File: config.mk
export PLATFORM = sky130hd
export DESIGN_NAME = spike_packetizer_flat
export DESIGN_NICKNAME = d
export VERILOG_FILES = /design/src/rtl/spike_packetizer_if.sv /design/src/rtl/spike_packetizer.sv /design/src/flat_wrapper.sv
export SDC_FILE = /design/constraint.sdc
export NUM_CORES = 1
export LEC_CHECK = 0
export ABC_AREA = 1
export CORE_MARGIN = 8
export CORE_UTILIZATION = 45
export CTS_BUF_LIST = sky130_fd_sc_hd__clkbuf_16
export CTS_CLUSTER_SIZE = 24
export DETAILED_ROUTE_END_ITERATION = 6
export DONT_BUFFER_PORTS = 1
export GPL_TIMING_DRIVEN = 0
export HOLD_SLACK_MARGIN = 0.12
export SYNTH_ARGS = -nofsm -noshare
export SYNTH_HDL_FRONTEND = slang
export SYNTH_SLANG_ARGS = --single-unit
File: constraint.sdc
create_clock -name neuron_clk -period 1.4 [get_ports neuron_clk]
set_input_delay 0.14 -clock neuron_clk [delete_from_list [all_inputs] [get_ports neuron_clk]]
set_output_delay 0.14 -clock neuron_clk [all_outputs]
set_load 0.02 [all_outputs]
File: src/rtl/spike_packetizer_if.sv
// Spike link bundle: neuron-side control/status plus the flit port toward the router.
interface spike_packetizer_if #(
    parameter int NUM_NEURONS = 2,
    parameter int flit_size   = 4
);
    logic                   start;
    logic                   spike_valid;
    logic [NUM_NEURONS-1:0] spike_in;
    logic                   router_full;
    logic                   write_en;
    logic [flit_size-1:0]   data_out;
    logic                   busy;
    logic                   done;
    logic                   overflow;

    modport master (
        input  start, spike_valid, spike_in, router_full,
        output write_en, data_out, busy, done, overflow
    );

    modport slave (
        output start, spike_valid, spike_in, router_full,
        input  write_en, data_out, busy, done, overflow
    );
endinterface

File: src/rtl/spike_packetizer.sv
// Turns one fired-neuron vector per time step into address-coded spike packets
// and streams them LSB-flit-first into the router's spike input buffer.
module spike_packetizer #(
    parameter int packet_size          = 32,
    parameter int flit_size            = 4,
    parameter int x_address_length     = 8,
    parameter int y_address_length     = 8,
    parameter int NUM_NEURONS          = 2,
    parameter int NEURON_CNT_BIT_WIDTH = 1,
    parameter int DST_X                = 1,
    parameter int DST_Y                = 1
) (
    input  logic neuron_clk,
    input  logic rst_n,
    spike_packetizer_if.master lnk
);
    localparam int FLITS = packet_size / flit_size;
    localparam int CNT_W = (FLITS > 1) ? $clog2(FLITS) : 1;
    localparam int IDX_LSB = x_address_length + y_address_length;

    typedef enum logic [1:0] {IDLE, SCAN, SEND} state_t;

    state_t                     state, state_nxt;
    logic [NUM_NEURONS-1:0]     pending;
    logic [packet_size-1:0]     shift;
    logic [CNT_W-1:0]           flit_cnt;
    logic                       we_q, done_q, ovf_q;
    logic [flit_size-1:0]       dout_q;

    logic [NEURON_CNT_BIT_WIDTH-1:0] sel_idx;
    logic                       sel_vld;
    logic [packet_size-1:0]     pkt;
    logic                       busy_i, accept, ovf_evt;
    logic                       load_pkt, scan_empty, send_fire, last_flit;

    // Lowest set bit wins: scan downward so the final assignment is the lowest index.
    always_comb begin
        sel_idx = '0;
        sel_vld = 1'b0;
        for (int i = NUM_NEURONS - 1; i >= 0; i--) begin
            if (pending[i]) begin
                sel_idx = NEURON_CNT_BIT_WIDTH'(i);
                sel_vld = 1'b1;
            end
        end
    end

    always_comb begin
        pkt = '0;
        pkt[x_address_length-1:0]                   = x_address_length'(DST_X);
        pkt[x_address_length +: y_address_length]   = y_address_length'(DST_Y);
        pkt[IDX_LSB +: NEURON_CNT_BIT_WIDTH]        = sel_idx;
    end

    // The done cycle counts as busy so a vector landing on it is flagged rather than half-accepted.
    assign busy_i    = (state != IDLE) || done_q;
    assign accept    = lnk.spike_valid && !busy_i;
    assign ovf_evt   = lnk.spike_valid && busy_i;
    assign last_flit = (flit_cnt == CNT_W'(FLITS - 1));

    always_ff @(posedge neuron_clk or negedge rst_n) begin
        if (!rst_n) state <= IDLE;
        else        state <= state_nxt;
    end

    always_comb begin
        state_nxt = state;
        case (state)
            IDLE:    if (accept) state_nxt = SCAN;
            SCAN:    state_nxt = sel_vld ? SEND : IDLE;
            SEND:    if (!lnk.router_full && last_flit) state_nxt = SCAN;
            default: state_nxt = IDLE;
        endcase
    end

    always_comb begin
        load_pkt   = 1'b0;
        scan_empty = 1'b0;
        send_fire  = 1'b0;
        case (state)
            SCAN: begin
                load_pkt   = sel_vld;
                scan_empty = !sel_vld;
            end
            SEND:    send_fire = !lnk.router_full;
            default: ;
        endcase
    end

    always_ff @(posedge neuron_clk or negedge rst_n) begin
        if (!rst_n) begin
            pending  <= '0;
            shift    <= '0;
            flit_cnt <= '0;
            we_q     <= 1'b0;
            dout_q   <= '0;
            done_q   <= 1'b0;
            ovf_q    <= 1'b0;
        end else begin
            if (accept)
                pending <= lnk.spike_in;
            else if (load_pkt)
                pending <= pending & ~(NUM_NEURONS'(1) << sel_idx);

            if (load_pkt) begin
                shift    <= pkt;
                flit_cnt <= '0;
            end else if (send_fire) begin
                shift    <= shift >> flit_size;
                flit_cnt <= flit_cnt + 1'b1;
            end

            we_q <= send_fire;
            if (send_fire) dout_q <= shift[flit_size-1:0];
            done_q <= scan_empty;
            // start clears the old flag; a same-cycle overflow event still registers.
            ovf_q  <= (ovf_q && !lnk.start) || ovf_evt;
        end
    end

    assign lnk.write_en = we_q;
    assign lnk.data_out = dout_q;
    assign lnk.busy     = busy_i;
    assign lnk.done     = done_q;
    assign lnk.overflow = ovf_q;
endmodule

File: src/flat_wrapper.sv
// flat-port wrapper written by rule: the top's interface ports become plain ports
module spike_packetizer_flat 
#(
    parameter int packet_size          = 32,
    parameter int flit_size            = 4,
    parameter int x_address_length     = 8,
    parameter int y_address_length     = 8,
    parameter int NUM_NEURONS          = 2,
    parameter int NEURON_CNT_BIT_WIDTH = 1,
    parameter int DST_X                = 1,
    parameter int DST_Y                = 1
)
  (neuron_clk, rst_n, lnk_start, lnk_spike_valid, lnk_spike_in, lnk_router_full, lnk_write_en, lnk_data_out, lnk_busy, lnk_done, lnk_overflow);
  spike_packetizer_if #(.NUM_NEURONS(NUM_NEURONS), .flit_size(flit_size)) lnk_i ();
  input  logic neuron_clk;
  input  logic rst_n;
  input wire logic [$bits(lnk_i.start)-1:0] lnk_start;
  input wire logic [$bits(lnk_i.spike_valid)-1:0] lnk_spike_valid;
  input wire logic [$bits(lnk_i.spike_in)-1:0] lnk_spike_in;
  input wire logic [$bits(lnk_i.router_full)-1:0] lnk_router_full;
  output wire logic [$bits(lnk_i.write_en)-1:0] lnk_write_en;
  output wire logic [$bits(lnk_i.data_out)-1:0] lnk_data_out;
  output wire logic [$bits(lnk_i.busy)-1:0] lnk_busy;
  output wire logic [$bits(lnk_i.done)-1:0] lnk_done;
  output wire logic [$bits(lnk_i.overflow)-1:0] lnk_overflow;
  assign lnk_i.start = lnk_start;
  assign lnk_i.spike_valid = lnk_spike_valid;
  assign lnk_i.spike_in = lnk_spike_in;
  assign lnk_i.router_full = lnk_router_full;
  assign lnk_write_en = lnk_i.write_en;
  assign lnk_data_out = lnk_i.data_out;
  assign lnk_busy = lnk_i.busy;
  assign lnk_done = lnk_i.done;
  assign lnk_overflow = lnk_i.overflow;
  spike_packetizer #(.packet_size(packet_size), .flit_size(flit_size), .x_address_length(x_address_length), .y_address_length(y_address_length), .NUM_NEURONS(NUM_NEURONS), .NEURON_CNT_BIT_WIDTH(NEURON_CNT_BIT_WIDTH), .DST_X(DST_X), .DST_Y(DST_Y)) u_core (.neuron_clk(neuron_clk), .rst_n(rst_n), .lnk(lnk_i));
endmodule
; Word-level counts from Yosys, hierarchy flattened
; Index checks and enable logic that the tools add are counted.
[op_classes]
addsub = 1
n_eq_ne = 5
shifts = 1
mux = 16
bitwise = 2
reduce_logical = 15
[op_table]
columns = operator, count
row1 = 2-to-1 mux 32 bit, 2
row2 = 2-to-1 mux 2 bit, 5
row3 = 2-to-1 mux 1 bit, 6
row4 = 2-to-1 mux 3 bit, 2
row5 = one-hot mux 2 bit (3 select lines), 1
row6 = nonzero test 2 bit, 3
row7 = logical AND 1 bit, 4
row8 = logical NOT 1 bit, 4
row9 = != test 2 x 1 -> 1 bit (second input constant), 2
row10 = adder 3 x 1 -> 3 bit (second input constant), 1
row11 = equality test 3 bit (second input constant), 1
row12 = bitwise AND 2 bit, 1
row13 = equality test 2 x 1 -> 1 bit (second input constant), 1
row14 = equality test 2 bit (second input constant), 1
row15 = logical NOT 2 bit, 1
row16 = logical OR 1 bit, 2
row17 = NOT 2 bit, 1
row18 = AND reduction 2 bit, 1
row19 = left shift 1 x 1 -> 2 bit (first input constant), 1
[totals]
reg_bits = 46
in_bits = 7
out_inout_bits = 8
wordCells = 48

; Logic depth before layout (Yosys ltp)
[logic_depth]
word_depth = 7
ltp_mapped = 6
mapped_depth_nobuf = 6

; Worst setup path after synthesis
; No wires, ideal clock.
[synth_path]
path_kind = reg2reg
start = register u_core.flit_cnt[0]
end = register u_core.state[0]
setup_time_ns = 0.127
arrival_ns = 0.924
required_time_ns = 1.273
setup_slack_ns = 0.349
path_stages_with_launch = 7
n_path_buf = 0
period_less_slack_ns = 1.051
cell_sequence = dfrtp_1 -> ha_1 -> ha_1 -> nand2_1 -> nand2_1 -> nand2_1 -> a21oi_1
[synth_between]
elab_chain_cells = 4
[synth_rtl]
columns = item, line
row1 = from (decl), spike_packetizer.sv:26  ; logic [CNT_W-1:0] flit_cnt;
row2 = from (signal assigned), spike_packetizer.sv:110  ; flit_cnt <= flit_cnt + 1'b1;
row3 = equality test 3 bit, spike_packetizer.sv:59  ; assign last_flit = (flit_cnt == CNT_W'(FLITS - 1));
row4 = logical AND 1 bit, spike_packetizer.sv:71  ; SEND: if (!lnk.router_full && last_flit) state_nxt = SCAN;
row5 = != test 2 x 1 -> 1 bit (no source line), --
row6 = AND reduction 2 bit (no source line), --
row7 = to (signal assigned), spike_packetizer.sv:63  ; else state <= state_nxt;
row8 = to (decl), spike_packetizer.sv:23  ; state_t state, state_nxt;
; Every way passes these cells.
; A chain may end at the register's enable or synchronous reset.

; Worst setup path in the final report
[layout_path]
start = register u_core.state[0]
end = output port lnk_busy
[layout_between]
elab_chain_cells = 2
[layout_rtl]
columns = item, line
row1 = nonzero test 2 bit, spike_packetizer.sv:56  ; assign busy_i = (state != IDLE) || done_q;
row2 = logical OR 1 bit, spike_packetizer.sv:56
row3 = to (decl), flat_wrapper.sv:23  ; output wire logic [$bits(lnk_i.busy)-1:0] lnk_busy;
; Every way passes these cells.

==> impl.org <==
** Status
- The flow ran to the end, and the final reports show no timing, DRC or antenna violations.

** Drt
- Routed wire length :: 1.36 mm
- The first detailed-routing pass took 4 iterations.
- The count of nets left with antenna violations once routing finished came out at 0.
- Dividing the detail-routed wire length by the instance count gives about 12 um.
- Vias per inst :: 4.87
- For this block, the initial DRC count from the detailed router was 2.
- Summing over every cut layer, the via total after detailed routing is 560.
- In the routed design, unresolved DRC markers number 0.

** Setup path
- Crit end category :: primary output
- STA classifies the critical path startpoint as a register.
- CP Max Fanout :: 4
- At the worst endpoint, the required time is 1260 ps.
- Crit Path Class :: register to primary output
- STA puts the critical path data arrival time at a little over 1000 ps.

** Synth
- Counting every instance in the synthesized netlist gives 88.
- Largest family of logic cells by synthesized area :: simple AND/OR/NAND/NOR gates
- Cell area after synthesis :: 753 sq um
- The synthesized netlist devotes 1.33% of its cell area to compound gates.
- Yosys top cell by area :: sky130_fd_sc_hd__dfrtp_1
- Sequential cell area fraction in the yosys report :: 53.2%
- After Yosys synthesis, full adders, half adders and majority gates account for 3.32% of the synthesized area.
- By area the synthesized netlist is led by sky130_fd_sc_hd__dfrtp_1, sky130_fd_sc_hd__nand2_1, sky130_fd_sc_hd__nand3_1, sky130_fd_sc_hd__inv_1, sky130_fd_sc_hd__ha_1.
- Yosys printed 0 warnings.
- Parity-gate share of the synthesized area counting xor and xnor cells :: 0%
- Of the post-synthesis cell area, the part taken by muxes is 0%.
- After synthesis the netlist holds a flip-flop and latch count of 16.
- The synthesized netlist devotes 31.7% of its cell area to simple gates.
- In this run the biggest area consumer among cell types represents between 50% and 60% of the synthesized area.
- After synthesis, the netlist uses 16 different library cells.
- Averaged over all synthesized cells, the footprint is 8.56 sq um.

** Timing
- RSZ-0062 raised after global routing :: false
- Final count of negative-setup-slack endpoints :: 0
- Final critical delay including setup and external delays :: 1160 ps
- Maximum clock skew at final layout :: 1.47 ps
- Derived from the worst setup path, the maximum achievable clock frequency is 861 MHz.
- Sum of negative setup slack :: 0 ps
- Post-route fraction of the period consumed by the critical path :: 83.0%
- Hold is met by 139 ps.
- Hold violation count in the final report :: 0
- At the pin with the least slew margin, the transition time is 692 ps.
- Slew Limit Headroom :: roughly 54%
- The final-report max-slew violation count was 0.

** Floorplanning
- Core area :: 1540 sq um
- Ports placed on the boundary :: 15
- Die Footprint :: 3240 sq um
- Vertical die dimension :: ~57 um
- The floorplan has 14 rows.
- Floorplan die width :: 56.9 um
- Starting utilization of the core area :: 48.9%

** Place
- Summing all placed instances gives a cell area of 781 sq um.
- The congestion estimate from routability-driven global placement came to 0.724.
- IO Port Bufs :: 0
- Once detailed placement completed, the half-perimeter wirelength came to 937 um.

** Pwr
- IR analysis of the VDD net gives a maximum drop of 1140 uV.
- Leakage :: slightly above 0.0005 uW
- Total power divided by cell area :: around 2200 nW/um^2
- Power consumption :: 1980 uW

** Clock tree
- TritonCTS clock tree :: yes
- Num Clock Sinks :: 16
- CTS Root Buffer Type :: sky130_fd_sc_hd__clkbuf_16
- Once the clock tree was built, the resizer swapped 0 gates to a different size.
- After clock tree synthesis, the clock-pin slew on the worst setup and hold paths is about 50 ps.
- H-Tree Depth :: 1
- The number of clock buffers added by TritonCTS is 3.
- Clk buf depth :: 2
- The later pin in the worst-skew pair is clocked with a latency of 240 ps.

** Global routing
- Antenna violations before repair :: 0
- Global routing used 9.21% of the available tracks across all layers.
- GR Overflow Total :: 0
- The number of global-route vias before repair was slightly below 600.
- The first global-routing pass estimated about 2.4 mm of wire.
- Entering global routing, the biggest net connects 17 pins.

** Finish
- Commonest non-fill, non-tap cells in the layout :: sky130_fd_sc_hd__nand2_1, sky130_fd_sc_hd__dfrtp_1, sky130_fd_sc_hd__nand3_1
- Ant diodes :: 0
- Proportion of layout cells with a drive suffix above 1 :: between 10% and 20%
- Layout overhead on the synthesized area :: 21.6%
- Most frequent standard cell in the layout excluding fill and tap cells :: sky130_fd_sc_hd__nand2_1
- Layout Cell Area excl Fill :: roughly 900 sq um
- Final net count :: 110

** Job
- Across the run, the number of max-cap violations was 0.

** Worst hold path
- Worst min-delay path class :: primary input to register
==> cells by family (layout without fill, tap and decap cells) <==
family | Yosys count | count (layout)
other | 1 | 3
adder cells (fa/ha/maj) | 2 | 2
flip-flops | 16 | 16
AND/OR/NAND/NOR | 52 | 52
AO/OA/AOI/OAI | 2 | 2
buffers and inverters | 15 | 24
==> flip-flops by register name (all words and copies together) (netlist names) <==
register             flops
u_core.flit_cnt          3
u_core.lnk.data_out      1
u_core.lnk.done          1
u_core.lnk.overflow      1
u_core.lnk.write_en      1
u_core.pending           2
u_core.shift             5
u_core.state             2
==> layout make-up <==
cell class	count	area [sq um]
clock buffers	3	75.1
flip-flops and latches	16	400
repair buffers	6	60.1
well taps	16	20.0
plain buffers	4	33.8
multi-input cells	59	285
fillers	152	626
inverters	11	41.3
==> final timing paths <==
check,from,endpoint,slack (ps),cells past startpoint
worst min register to register,u_core.shift[8],u_core.shift[4],470,2
min in group asynchronous,rst_n,u_core.lnk.overflow,390,1
worst max-delay path,u_core.state[0],lnk_busy,240,2
max in group asynchronous,rst_n,u_core.lnk.write_en,570,1
worst min-delay path,lnk_router_full,u_core.state[1],140,4
worst max register to register,u_core.state[0],u_core.shift[0],250,6
==> synth_stat cells <==
cell                      instances
sky130_fd_sc_hd__o21ai_0          1
sky130_fd_sc_hd__nor2_1           2
sky130_fd_sc_hd__buf_4            3
sky130_fd_sc_hd__nand2_2          2
sky130_fd_sc_hd__nor2_4           1
sky130_fd_sc_hd__buf_6            1
sky130_fd_sc_hd__a21oi_1          1
sky130_fd_sc_hd__dfrtp_1         16
sky130_fd_sc_hd__nand2_1         32
sky130_fd_sc_hd__nand3_1         13
sky130_fd_sc_hd__nor2_2           1
sky130_fd_sc_hd__ha_1             2
sky130_fd_sc_hd__inv_2            1
sky130_fd_sc_hd__nor3_4           1
sky130_fd_sc_hd__inv_1           10
sky130_fd_sc_hd__conb_1           1
==> power breakdown <==
group | switching [uW] | total, uW | leakage [uW] | internal, uW
sequential | 190 | 849 | 0.000211 | 659
clock | 160 | 533 | 0.0000370 | 373
combinational | 375 | 593 | 0.000270 | 218
==> stage by stage <==
stage | utilization, % | worst slack, ps | cells
after floorplan | - | 349 | 90
after global placement | 50.6 | 278 | 106
after detailed placement | 50.6 | 263 | 106
after CTS | 59.4 | 242 | 115
after global routing | 59.4 | 140 | 115
final | 59.4 | 238 | 115
==> timing repair <==
action	4_1_cts	5_1_grt
buffers inserted	0	0
hold endpoints to repair	26	0
hold buffers	6	0
==> worst max-delay path, cell delays in order, from the launching register on <==
cell and delay [ps]:
sky130_fd_sc_hd__dfrtp_1 450, sky130_fd_sc_hd__nor2_1 150, sky130_fd_sc_hd__nand2_1 180
==> metal layers <==
metal / routed length, um / GRT usage, % / vias to the layer above
li1: - / - / 293
met3: 64 / 3.37 / 2
met2: 701 / 16.0 / 8
met1: 590 / 9.70 / 257
met5: 0 / 0 / -
met4: 8 / 4.03 / 0
(Power assumes the default switching activity.)
